`src/rtl/riscv_inst_msg_disasm.sv`:
```
// RV32IM instruction disassembler for line tracing.
// Each clock edge registers a 24-char, space-padded ASCII rendering of msg.
module riscv_inst_msg_disasm (
  input  logic         clk,
  input  logic         reset,
  input  logic [31:0]  msg,
  output logic [191:0] dasm
);

  typedef enum logic [3:0] {
    FMT_ILL, FMT_R, FMT_I, FMT_SH, FMT_LD, FMT_ST, FMT_BR, FMT_U, FMT_J
  } fmt_e;

  // Top bit of each character slot that an operand token can start on.
  localparam int C7  = 135;
  localparam int C10 = 111;
  localparam int C12 = 95;
  localparam int C14 = 79;
  localparam int C15 = 71;
  localparam int C17 = 55;
  localparam int C18 = 47;
  localparam int C19 = 39;
  localparam int C21 = 23;

  localparam logic [15:0] SEP = 16'h2c20;
  localparam logic [15:0] HEX_PFX = 16'h3078;

  logic [6:0]  opcode;
  logic [4:0]  rd, rs1, rs2;
  logic [2:0]  f3;
  logic [6:0]  f7;
  logic [11:0] imm_i, imm_s;
  logic [12:0] off_b;
  logic [19:0] imm_u;
  logic [20:0] off_j;
  logic [47:0] h_i, h_s, h_sh, h_b, h_u, h_j;
  logic [47:0] mn;
  fmt_e        fmt;
  logic [191:0] text;

  function automatic logic [7:0] hex_ch(input logic [3:0] n);
    return (n < 4'd10) ? (8'h30 + {4'h0, n}) : (8'h57 + {4'h0, n});
  endfunction

  function automatic logic [47:0] hex6(input logic [23:0] v);
    return {hex_ch(v[23:20]), hex_ch(v[19:16]), hex_ch(v[15:12]),
            hex_ch(v[11:8]),  hex_ch(v[7:4]),   hex_ch(v[3:0])};
  endfunction

  function automatic logic [23:0] reg_tok(input logic [4:0] r);
    logic [7:0] tens;
    logic [7:0] ones;
    if (r >= 5'd30) begin
      tens = 8'h33; ones = 8'h30 + {3'b000, r} - 8'd30;
    end else if (r >= 5'd20) begin
      tens = 8'h32; ones = 8'h30 + {3'b000, r} - 8'd20;
    end else if (r >= 5'd10) begin
      tens = 8'h31; ones = 8'h30 + {3'b000, r} - 8'd10;
    end else begin
      tens = 8'h30; ones = 8'h30 + {3'b000, r};
    end
    return {8'h72, tens, ones};
  endfunction

  assign opcode = msg[6:0];
  assign rd     = msg[11:7];
  assign f3     = msg[14:12];
  assign rs1    = msg[19:15];
  assign rs2    = msg[24:20];
  assign f7     = msg[31:25];
  assign imm_i  = msg[31:20];
  assign imm_s  = {msg[31:25], msg[11:7]};
  assign off_b  = {msg[31], msg[7], msg[30:25], msg[11:8], 1'b0};
  assign imm_u  = msg[31:12];
  assign off_j  = {msg[31], msg[19:12], msg[20], msg[30:21], 1'b0};

  assign h_i  = hex6({12'h000, imm_i});
  assign h_s  = hex6({12'h000, imm_s});
  assign h_sh = hex6({19'h00000, rs2});
  assign h_b  = hex6({11'h000, off_b});
  assign h_u  = hex6({4'h0, imm_u});
  assign h_j  = hex6({3'b000, off_j});

  // Pick the mnemonic and operand layout; anything unrecognised stays "???".
  always_comb begin
    mn  = "???   ";
    fmt = FMT_ILL;
    unique case (opcode)
      7'b0110011: begin
        fmt = FMT_R;
        if (f7 == 7'b0000000) begin
          unique case (f3)
            3'b000: mn = "add   ";
            3'b001: mn = "sll   ";
            3'b010: mn = "slt   ";
            3'b011: mn = "sltu  ";
            3'b100: mn = "xor   ";
            3'b101: mn = "srl   ";
            3'b110: mn = "or    ";
            3'b111: mn = "and   ";
          endcase
        end else if (f7 == 7'b0100000 && f3 == 3'b000) begin
          mn = "sub   ";
        end else if (f7 == 7'b0100000 && f3 == 3'b101) begin
          mn = "sra   ";
        end else if (f7 == 7'b0000001) begin
          unique case (f3)
            3'b000: mn = "mul   ";
            3'b001: mn = "mulh  ";
            3'b010: mn = "mulhsu";
            3'b011: mn = "mulhu ";
            3'b100: mn = "div   ";
            3'b101: mn = "divu  ";
            3'b110: mn = "rem   ";
            3'b111: mn = "remu  ";
          endcase
        end else begin
          fmt = FMT_ILL;
        end
      end
      7'b0010011: begin
        fmt = FMT_I;
        unique case (f3)
          3'b000: mn = "addi  ";
          3'b010: mn = "slti  ";
          3'b011: mn = "sltiu ";
          3'b100: mn = "xori  ";
          3'b110: mn = "ori   ";
          3'b111: mn = "andi  ";
          3'b001: begin mn = "slli  "; fmt = FMT_SH; end
          3'b101: begin mn = msg[30] ? "srai  " : "srli  "; fmt = FMT_SH; end
        endcase
      end
      7'b1100111: begin
        if (f3 == 3'b000) begin mn = "jalr  "; fmt = FMT_I; end
      end
      7'b0000011: begin
        fmt = FMT_LD;
        unique case (f3)
          3'b000: mn = "lb    ";
          3'b001: mn = "lh    ";
          3'b010: mn = "lw    ";
          3'b100: mn = "lbu   ";
          3'b101: mn = "lhu   ";
          default: fmt = FMT_ILL;
        endcase
      end
      7'b0100011: begin
        fmt = FMT_ST;
        unique case (f3)
          3'b000: mn = "sb    ";
          3'b001: mn = "sh    ";
          3'b010: mn = "sw    ";
          default: fmt = FMT_ILL;
        endcase
      end
      7'b1100011: begin
        fmt = FMT_BR;
        unique case (f3)
          3'b000: mn = "beq   ";
          3'b001: mn = "bne   ";
          3'b100: mn = "blt   ";
          3'b101: mn = "bge   ";
          3'b110: mn = "bltu  ";
          3'b111: mn = "bgeu  ";
          default: fmt = FMT_ILL;
        endcase
      end
      7'b0110111: begin mn = "lui   "; fmt = FMT_U; end
      7'b0010111: begin mn = "auipc "; fmt = FMT_U; end
      7'b1101111: begin mn = "jal   "; fmt = FMT_J; end
      default: ;
    endcase
  end

  // Every register token is three chars wide, so each format has fixed slots.
  always_comb begin
    text = {24{8'h20}};
    text[191 -: 48] = mn;
    unique case (fmt)
      FMT_R: begin
        text[C7 -: 24] = reg_tok(rd);   text[C10 -: 16] = SEP;
        text[C12 -: 24] = reg_tok(rs1); text[C15 -: 16] = SEP;
        text[C17 -: 24] = reg_tok(rs2);
      end
      FMT_I, FMT_SH: begin
        text[C7 -: 24] = reg_tok(rd);   text[C10 -: 16] = SEP;
        text[C12 -: 24] = reg_tok(rs1); text[C15 -: 16] = SEP;
        text[C17 -: 16] = HEX_PFX;
        if (fmt == FMT_SH) text[C19 -: 16] = h_sh[15:0];
        else               text[C19 -: 24] = h_i[23:0];
      end
      FMT_LD, FMT_ST: begin
        text[C7 -: 24]  = reg_tok((fmt == FMT_ST) ? rs2 : rd);
        text[C10 -: 16] = SEP;
        text[C12 -: 16] = HEX_PFX;
        text[C14 -: 24] = (fmt == FMT_ST) ? h_s[23:0] : h_i[23:0];
        text[C17 -: 8]  = 8'h28;
        text[C18 -: 24] = reg_tok(rs1);
        text[C21 -: 8]  = 8'h29;
      end
      FMT_BR: begin
        text[C7 -: 24] = reg_tok(rs1);  text[C10 -: 16] = SEP;
        text[C12 -: 24] = reg_tok(rs2); text[C15 -: 16] = SEP;
        text[C17 -: 16] = HEX_PFX;      text[C19 -: 32] = h_b[31:0];
      end
      FMT_U, FMT_J: begin
        text[C7 -: 24] = reg_tok(rd);   text[C10 -: 16] = SEP;
        text[C12 -: 16] = HEX_PFX;
        if (fmt == FMT_J) text[C14 -: 48] = h_j;
        else              text[C14 -: 40] = h_u[39:0];
      end
      default: ;
    endcase
  end

  // Reset blanks the trace line; otherwise it follows msg with one edge of delay.
  always_ff @(posedge clk) begin
    if (reset) dasm <= {24{8'h20}};
    else       dasm <= text;
  end

endmodule

```
`config.mk`:
```
export PLATFORM = sky130hd
export DESIGN_NAME = riscv_inst_msg_disasm
export DESIGN_NICKNAME = d
export VERILOG_FILES = /design/src/rtl/riscv_inst_msg_disasm.sv
export SDC_FILE = /design/constraint.sdc
export NUM_CORES = 1
export LEC_CHECK = 0
export ABC_AREA = 1
export BUFFER_PORTS_ARGS = -buffer_cell sky130_fd_sc_hd__buf_4
export CAP_MARGIN = 20
export CELL_PAD_IN_SITES_DETAIL_PLACEMENT = 0
export CELL_PAD_IN_SITES_GLOBAL_PLACEMENT = 1
export CORE_MARGIN = 1
export CORE_UTILIZATION = 30
export DETAILED_ROUTE_END_ITERATION = 12
export PLACE_DENSITY = 0.76
export SYNTH_ARGS = -nofsm -noshare
export SYNTH_HDL_FRONTEND = slang
export SYNTH_SLANG_ARGS = --single-unit
```
`constraint.sdc`:
```
create_clock -name clk -period 3.19 [get_ports clk]
set_input_delay 0.319 -clock clk [delete_from_list [all_inputs] [get_ports clk]]
set_output_delay 0.319 -clock clk [all_outputs]
set_load 0.01 [all_outputs]
```
After elaboration in Yosys (flattened, before gate mapping). Memory sizes are Yosys's and may differ from the RTL's. Index checks and enable logic that the tools add are counted.

Flip-flop bits (word level): 192. Latch bits: 0. Bits in writable memories: 0. Bits in read-only memories: 360. Output and inout port bits: 192. Memories: 2.

$add $sub $neg: 40. Multiply operators: 0. Div/mod/pow operators: 0. Order comparisons: 23. Equal/unequal tests: 26. Shift operators: 0. Multiplexer cells: 64. Bitwise gates (word level): 1. Reduce and logical (&&, ||, !) cells: 13.

Memories: (name not given) (depth 8, bits a word 26, rd ports 1, clocked after memory_dff 0, wr ports 0, line 107) `unique case (f3)`; (name not given) (depth 8, bits a word 19, rd ports 1, clocked after memory_dff 0, wr ports 0, line 92) `unique case (f3)`.

Operators by type and width (count): 103-bit case mux with 5 select lines (1); 48-bit case mux with 9 select lines (1); 48-bit case mux with 8 select lines (1); 47-bit case mux with 6 select lines (1); 47-bit case mux with 5 select lines (1); 8-bit 2-to-1 mux (26); 48-bit 2-to-1 mux (4); 47-bit case mux with 3 select lines (1); 7-bit by 4-bit adder with 8-bit output, first input constant (11); 6-bit by 4-bit adder with 7-bit output, first input constant (11); 8-bit by 5-bit subtractor with 8-bit output, second input constant (8); 16-bit case mux with 3 select lines (1); 47-bit 2-to-1 mux (1); 4-bit < comparator, second input constant (11); 5-bit >= comparator, second input constant (8); 40-bit 2-to-1 mux (1); 16-bit 2-to-1 mux (2); 4-bit case mux with 8 select lines (1); 8-bit by 4-bit subtractor with 8-bit output, second input constant (4); 6-bit by 5-bit adder with 7-bit output, first input constant (4); 7-bit by 6-bit equality test with 1-bit output, second input constant (4); 28-bit 2-to-1 mux (1); 7-bit equality test, second input constant (3); 5-bit by 4-bit >= comparator with 1-bit output, second input constant (4); other kinds (23) (56).

Logic depth before layout (Yosys ltp).
Depth in word-level cells: 14. Gate-level depth with buffers: 22. Gate-level depth less buffers: 21.

Worst setup path after synthesis. Ideal clock, no wire load.

Kind: input to register. Start: in msg[13]. End: reg dasm[116]. Setup time: 132 ps. Arrival time: 2235 ps. Required time: 3058 ps. Setup slack: 822 ps. Stages: 22. Buffers on the path: 1. Cells stage by stage: inv_1 ha_1 buf_2 nand2_1 nand3_4 nand2_4 nand2_1 nand2_2 inv_1 ha_1 inv_1 nand3_1 nand2_1 clkinv_1 nand2_1 nand2_2 inv_1 nand2_1 nand2_1 nand2_1 nand2_1 a21oi_1.

Word-level cells in the longest chain between the ends: 14. Elaborated cells between the ends (all ways): 45. Those cells by class: add/sub (4); order compare (3); eq/ne (14); mux (14); reduce/logical (10).

RTL lines: start: declaration (line 6) `input logic [31:0] msg,`; 3-bit equality test; 1-bit logical AND (line 104) `end else if (f7 == 7'b0100000 && f3 == 3'b101) begin`; 1-bit 2-to-1 mux (line 104); 1-bit 2-to-1 mux (line 102) `end else if (f7 == 7'b0100000 && f3 == 3'b000) begin`; 1-bit 2-to-1 mux (line 91) `if (f7 == 7'b0000000) begin`; 4-bit case mux with 8 select lines (*) (line 88) `unique case (opcode)`; 4-bit by 3-bit equality test with 1-bit output (line 180, 194); 5-bit 2-to-1 mux (line 194) `text[C7 -: 24] = reg_tok((fmt == FMT_ST) ? rs2 : rd);`; 6-bit by 5-bit adder with 7-bit output; 8-bit by 4-bit subtractor with 8-bit output (line 58) `tens = 8'h31; ones = 8'h30 + {3'b000, r} - 8'd10;`; 8-bit 2-to-1 mux (line 57) `end else if (r >= 5'd10) begin`; 8-bit 2-to-1 mux (line 55) `end else if (r >= 5'd20) begin`; 8-bit 2-to-1 mux (line 53) `if (r >= 5'd30) begin`; 103-bit case mux with 5 select lines (*) (line 180) `unique case (fmt)`; end signal: assignment (line 219) `if (reset) dasm <= {24{8'h20}};`; end signal: assignment (line 220) `else dasm <= text;`; end: declaration (line 7) `output logic [191:0] dasm`.

Every way passes the cells marked *; elsewhere a longest branch is shown, timed or not. A chain may end at the register's enable or synchronous reset.

Final worst setup path.
Start: in msg[13]. End: reg dasm[37].

Word-level cells in the longest chain between the ends: 9. Elaborated cells between the ends (all ways): 36. Those cells by class: eq/ne (14); mux (12); reduce/logical (10).

RTL lines: 3-bit equality test; 1-bit logical AND (line 104); 1-bit 2-to-1 mux (line 104); 1-bit 2-to-1 mux (line 102); 1-bit 2-to-1 mux (line 91); 4-bit case mux with 8 select lines (*) (line 88); 4-bit equality test, or another cell as far along (line 180, 210); 8-bit 2-to-1 mux, or another cell as far along (line 210) `if (fmt == FMT_J) text[C14 -: 48] = h_j;`; 103-bit case mux with 5 select lines (*) (line 180).

Marks and branches as above.

==> out/results.ini <==
[sta]
slew_headroom_pct=45.5
tightest_slew_ps=817
maxSlewViolCount=0
grt_setup_unrepaired=no
fin_crit_ps=2600
max_freq_mhz=385
fin_setup_tns_ps=0
hold_viol_final=0
fin_crit_sh_pct=81.5
setup_viol=0

[logic_synthesis]
synth-async-reset-ratio_pct=0
syn_inst=1131
yosysWarnings=0
synthesis.area_um2=7670
syn_avg_cell_area_um2=6.78
synth_edf_count=0
synth_seq_cells=104
synth-seq-area-share_pct=27.2
synthDistinctLibCells=50
synth_flop_cell=dfxtp_1

[power_and_ir_drop]
share_seq_of_total_power_pct=42.3
cellPowerDensity_nw_per_um2=341
p_leak_nw=4.54
p_sw_w=0.000997
swShare_pct=31.8
p_clk_share_pct=37.3
peakVddDrop_mv=0.283
comb_power_share_pct=20.4
p_int_w=0.00214
finalPower_w=0.00313

[cells_and_area]
antenna_cells=0
final_cells=1613
reg_top3=dasm (104)
finish.utilization_pct=36.6
fin_nets=1357
layout-drive-gt1-share_pct=20.0
top_register=dasm
syn_to_final_growth_pct=19.7
final_area_um2=9180
largest_reg_flops=104
num-fill-cells=2848

[routing]
wire_per_inst_um=19.1
drc=0
vias=8177
first_pass_iters=5
final_antenna_net_count=0
drt_iter0_drc=680
routed_via_density=5.07
wirelength_um=30800

[placed_design]
place.gp.congestion=0.982
port_buffers=152
hpwlAfterDp_um=24200
post-place-cells=1597
placed_area_um2=8880

[grt]
grt_antenna_before_repair=0
grt_first_pass_wirelength_um=46000
grt_usage_pct=23.3
overflow=0
first_global_vias=7725
grt_max_degree=52

[critical_path]
setup.worst_path.end_class=flip-flop
cp-start-kind=input pin
path_max_fanout=19
crit_type=input pin to flip-flop
crit_end=dasm[37]
worstPathArrival_ps=2900
crit_required_ps=3490
crit_start=msg[13]

[die]
core_area_um2=25100
die_area_um2=26200
floorplan.initialDensity_pct=30.5
dieWidth_um=162
ios=226
die_h_um=162
rows=58

[run]
max_cap_viol_count=0

[clock_tree]
clock-sinks=104
cts_max_path_buffers=2
post-cts-setup-buffers=0
cts_tree=done
ctsRootBufferMaster=clkbuf_16
path_clk_slew_ps=80
htreeDepth=3
cts_resized=0
cts_made_buffers=9
postCtsHoldBufs=0

[min_path]
min_path_type=input pin to flip-flop

[outcome]
status=complete, no violations

-- critical path, cell delays in order --
cell     delay (ps)
buf_4           150
inv_1           120
ha_1            270
nand2_1         180
nand3_4         160
nand2_4         230
nand2_1         210
nor2_2          200
inv_2            60
o21ai_2         660
inv_1           200
nand4_1         130
-- worst min-delay path by stage --
stage                  from  slack, ps        to  cells past startpoint
global placement      reset        590  dasm[73]                      2
CTS                   reset        190  dasm[33]                      2
floorplan           msg[16]        460  dasm[53]                      2
global route          reset        200  dasm[33]                      2
detailed placement    reset        570  dasm[67]                      2
finish                reset        190  dasm[33]                      2
-- cell usage in the layout, fill, tap and decap left out, types with 11 or more instances in the layout --
cell,instances
a21oi_1,69
a31oi_1,26
buf_4,179
conb_1,76
dfxtp_1,104
ha_1,45
inv_1,133
inv_2,15
nand2_1,234
nand2_2,14
nand3_1,61
nand4_1,17
nor2_1,84
nor3_1,19
o211ai_1,15
o21ai_0,63
o22ai_1,11
xor2_1,16
-- synthesized netlist by cell type (all sizes together) (17+ instances only) --
master	instances	area [µm²]
inv	149	562
nand3	65	353
a21oi	70	354
nand4	17	106
nand2	252	1010
o21ai	69	357
nor3	22	131
a31oi	26	163
buf	103	773
nor2	100	455
ha	45	563
dfxtp	104	2080
-- through the flow --
step / hold WS [ps] / worst slack, ps
2_1_floorplan: 463 / 822
3_3_place_gp: 585 / 302
3_5_place_dp: 572 / 267
4_1_cts: 187 / 643
5_1_grt: 204 / 312
6_report: 190 / 589
-- metal layers --
| layer | track usage, % | up-vias | share of wire (%) |
|---|---|---|---|
| li1 | - | 3859 | - |
| met1 | 31.3 | 3794 | 44 |
| met2 | 36.5 | 457 | 44 |
| met3 | 3.68 | 67 | 8.1 |
| met4 | 10.8 | 0 | 3.9 |
| met5 | 0 | - | 0 |
-- kinds of logic after synthesis --
kind of cell    share of synthesized area (%)
fa+ha+maj                                7.34
flops                                    27.2
buf+inv                                  18.3
compound gates                           17.8
other cells                            0.0979
simple gates                             27.5
xor+xnor                                 1.83
-- final cells by class --
class                   instances  area, µm²  share of cell area, %
clock buffers                  11        243                   2.64
clock inverters                 5       62.6                  0.681
inverters                     153        577                   6.28
multi-input cells             831       4460                   48.6
flip-flops and latches        104       2080                   22.7
well taps                     330        413                   4.50
repair buffers                179       1340                   14.6
-- power groups by stage --
| stage | registers [W] | logic [W] | clock network, W |
|---|---|---|---|
| floorplan | 0.00137 | 0.000432 | 0 |
| global placement | 0.00136 | 0.000631 | 0 |
| detailed placement | 0.00136 | 0.000623 | 0 |
| CTS | 0.00133 | 0.000627 | 0.00121 |
| global route | 0.00133 | 0.000696 | 0.00125 |
| finish | 0.00133 | 0.000638 | 0.00117 |
No activity file was read; power rests on OpenSTA's default activity.
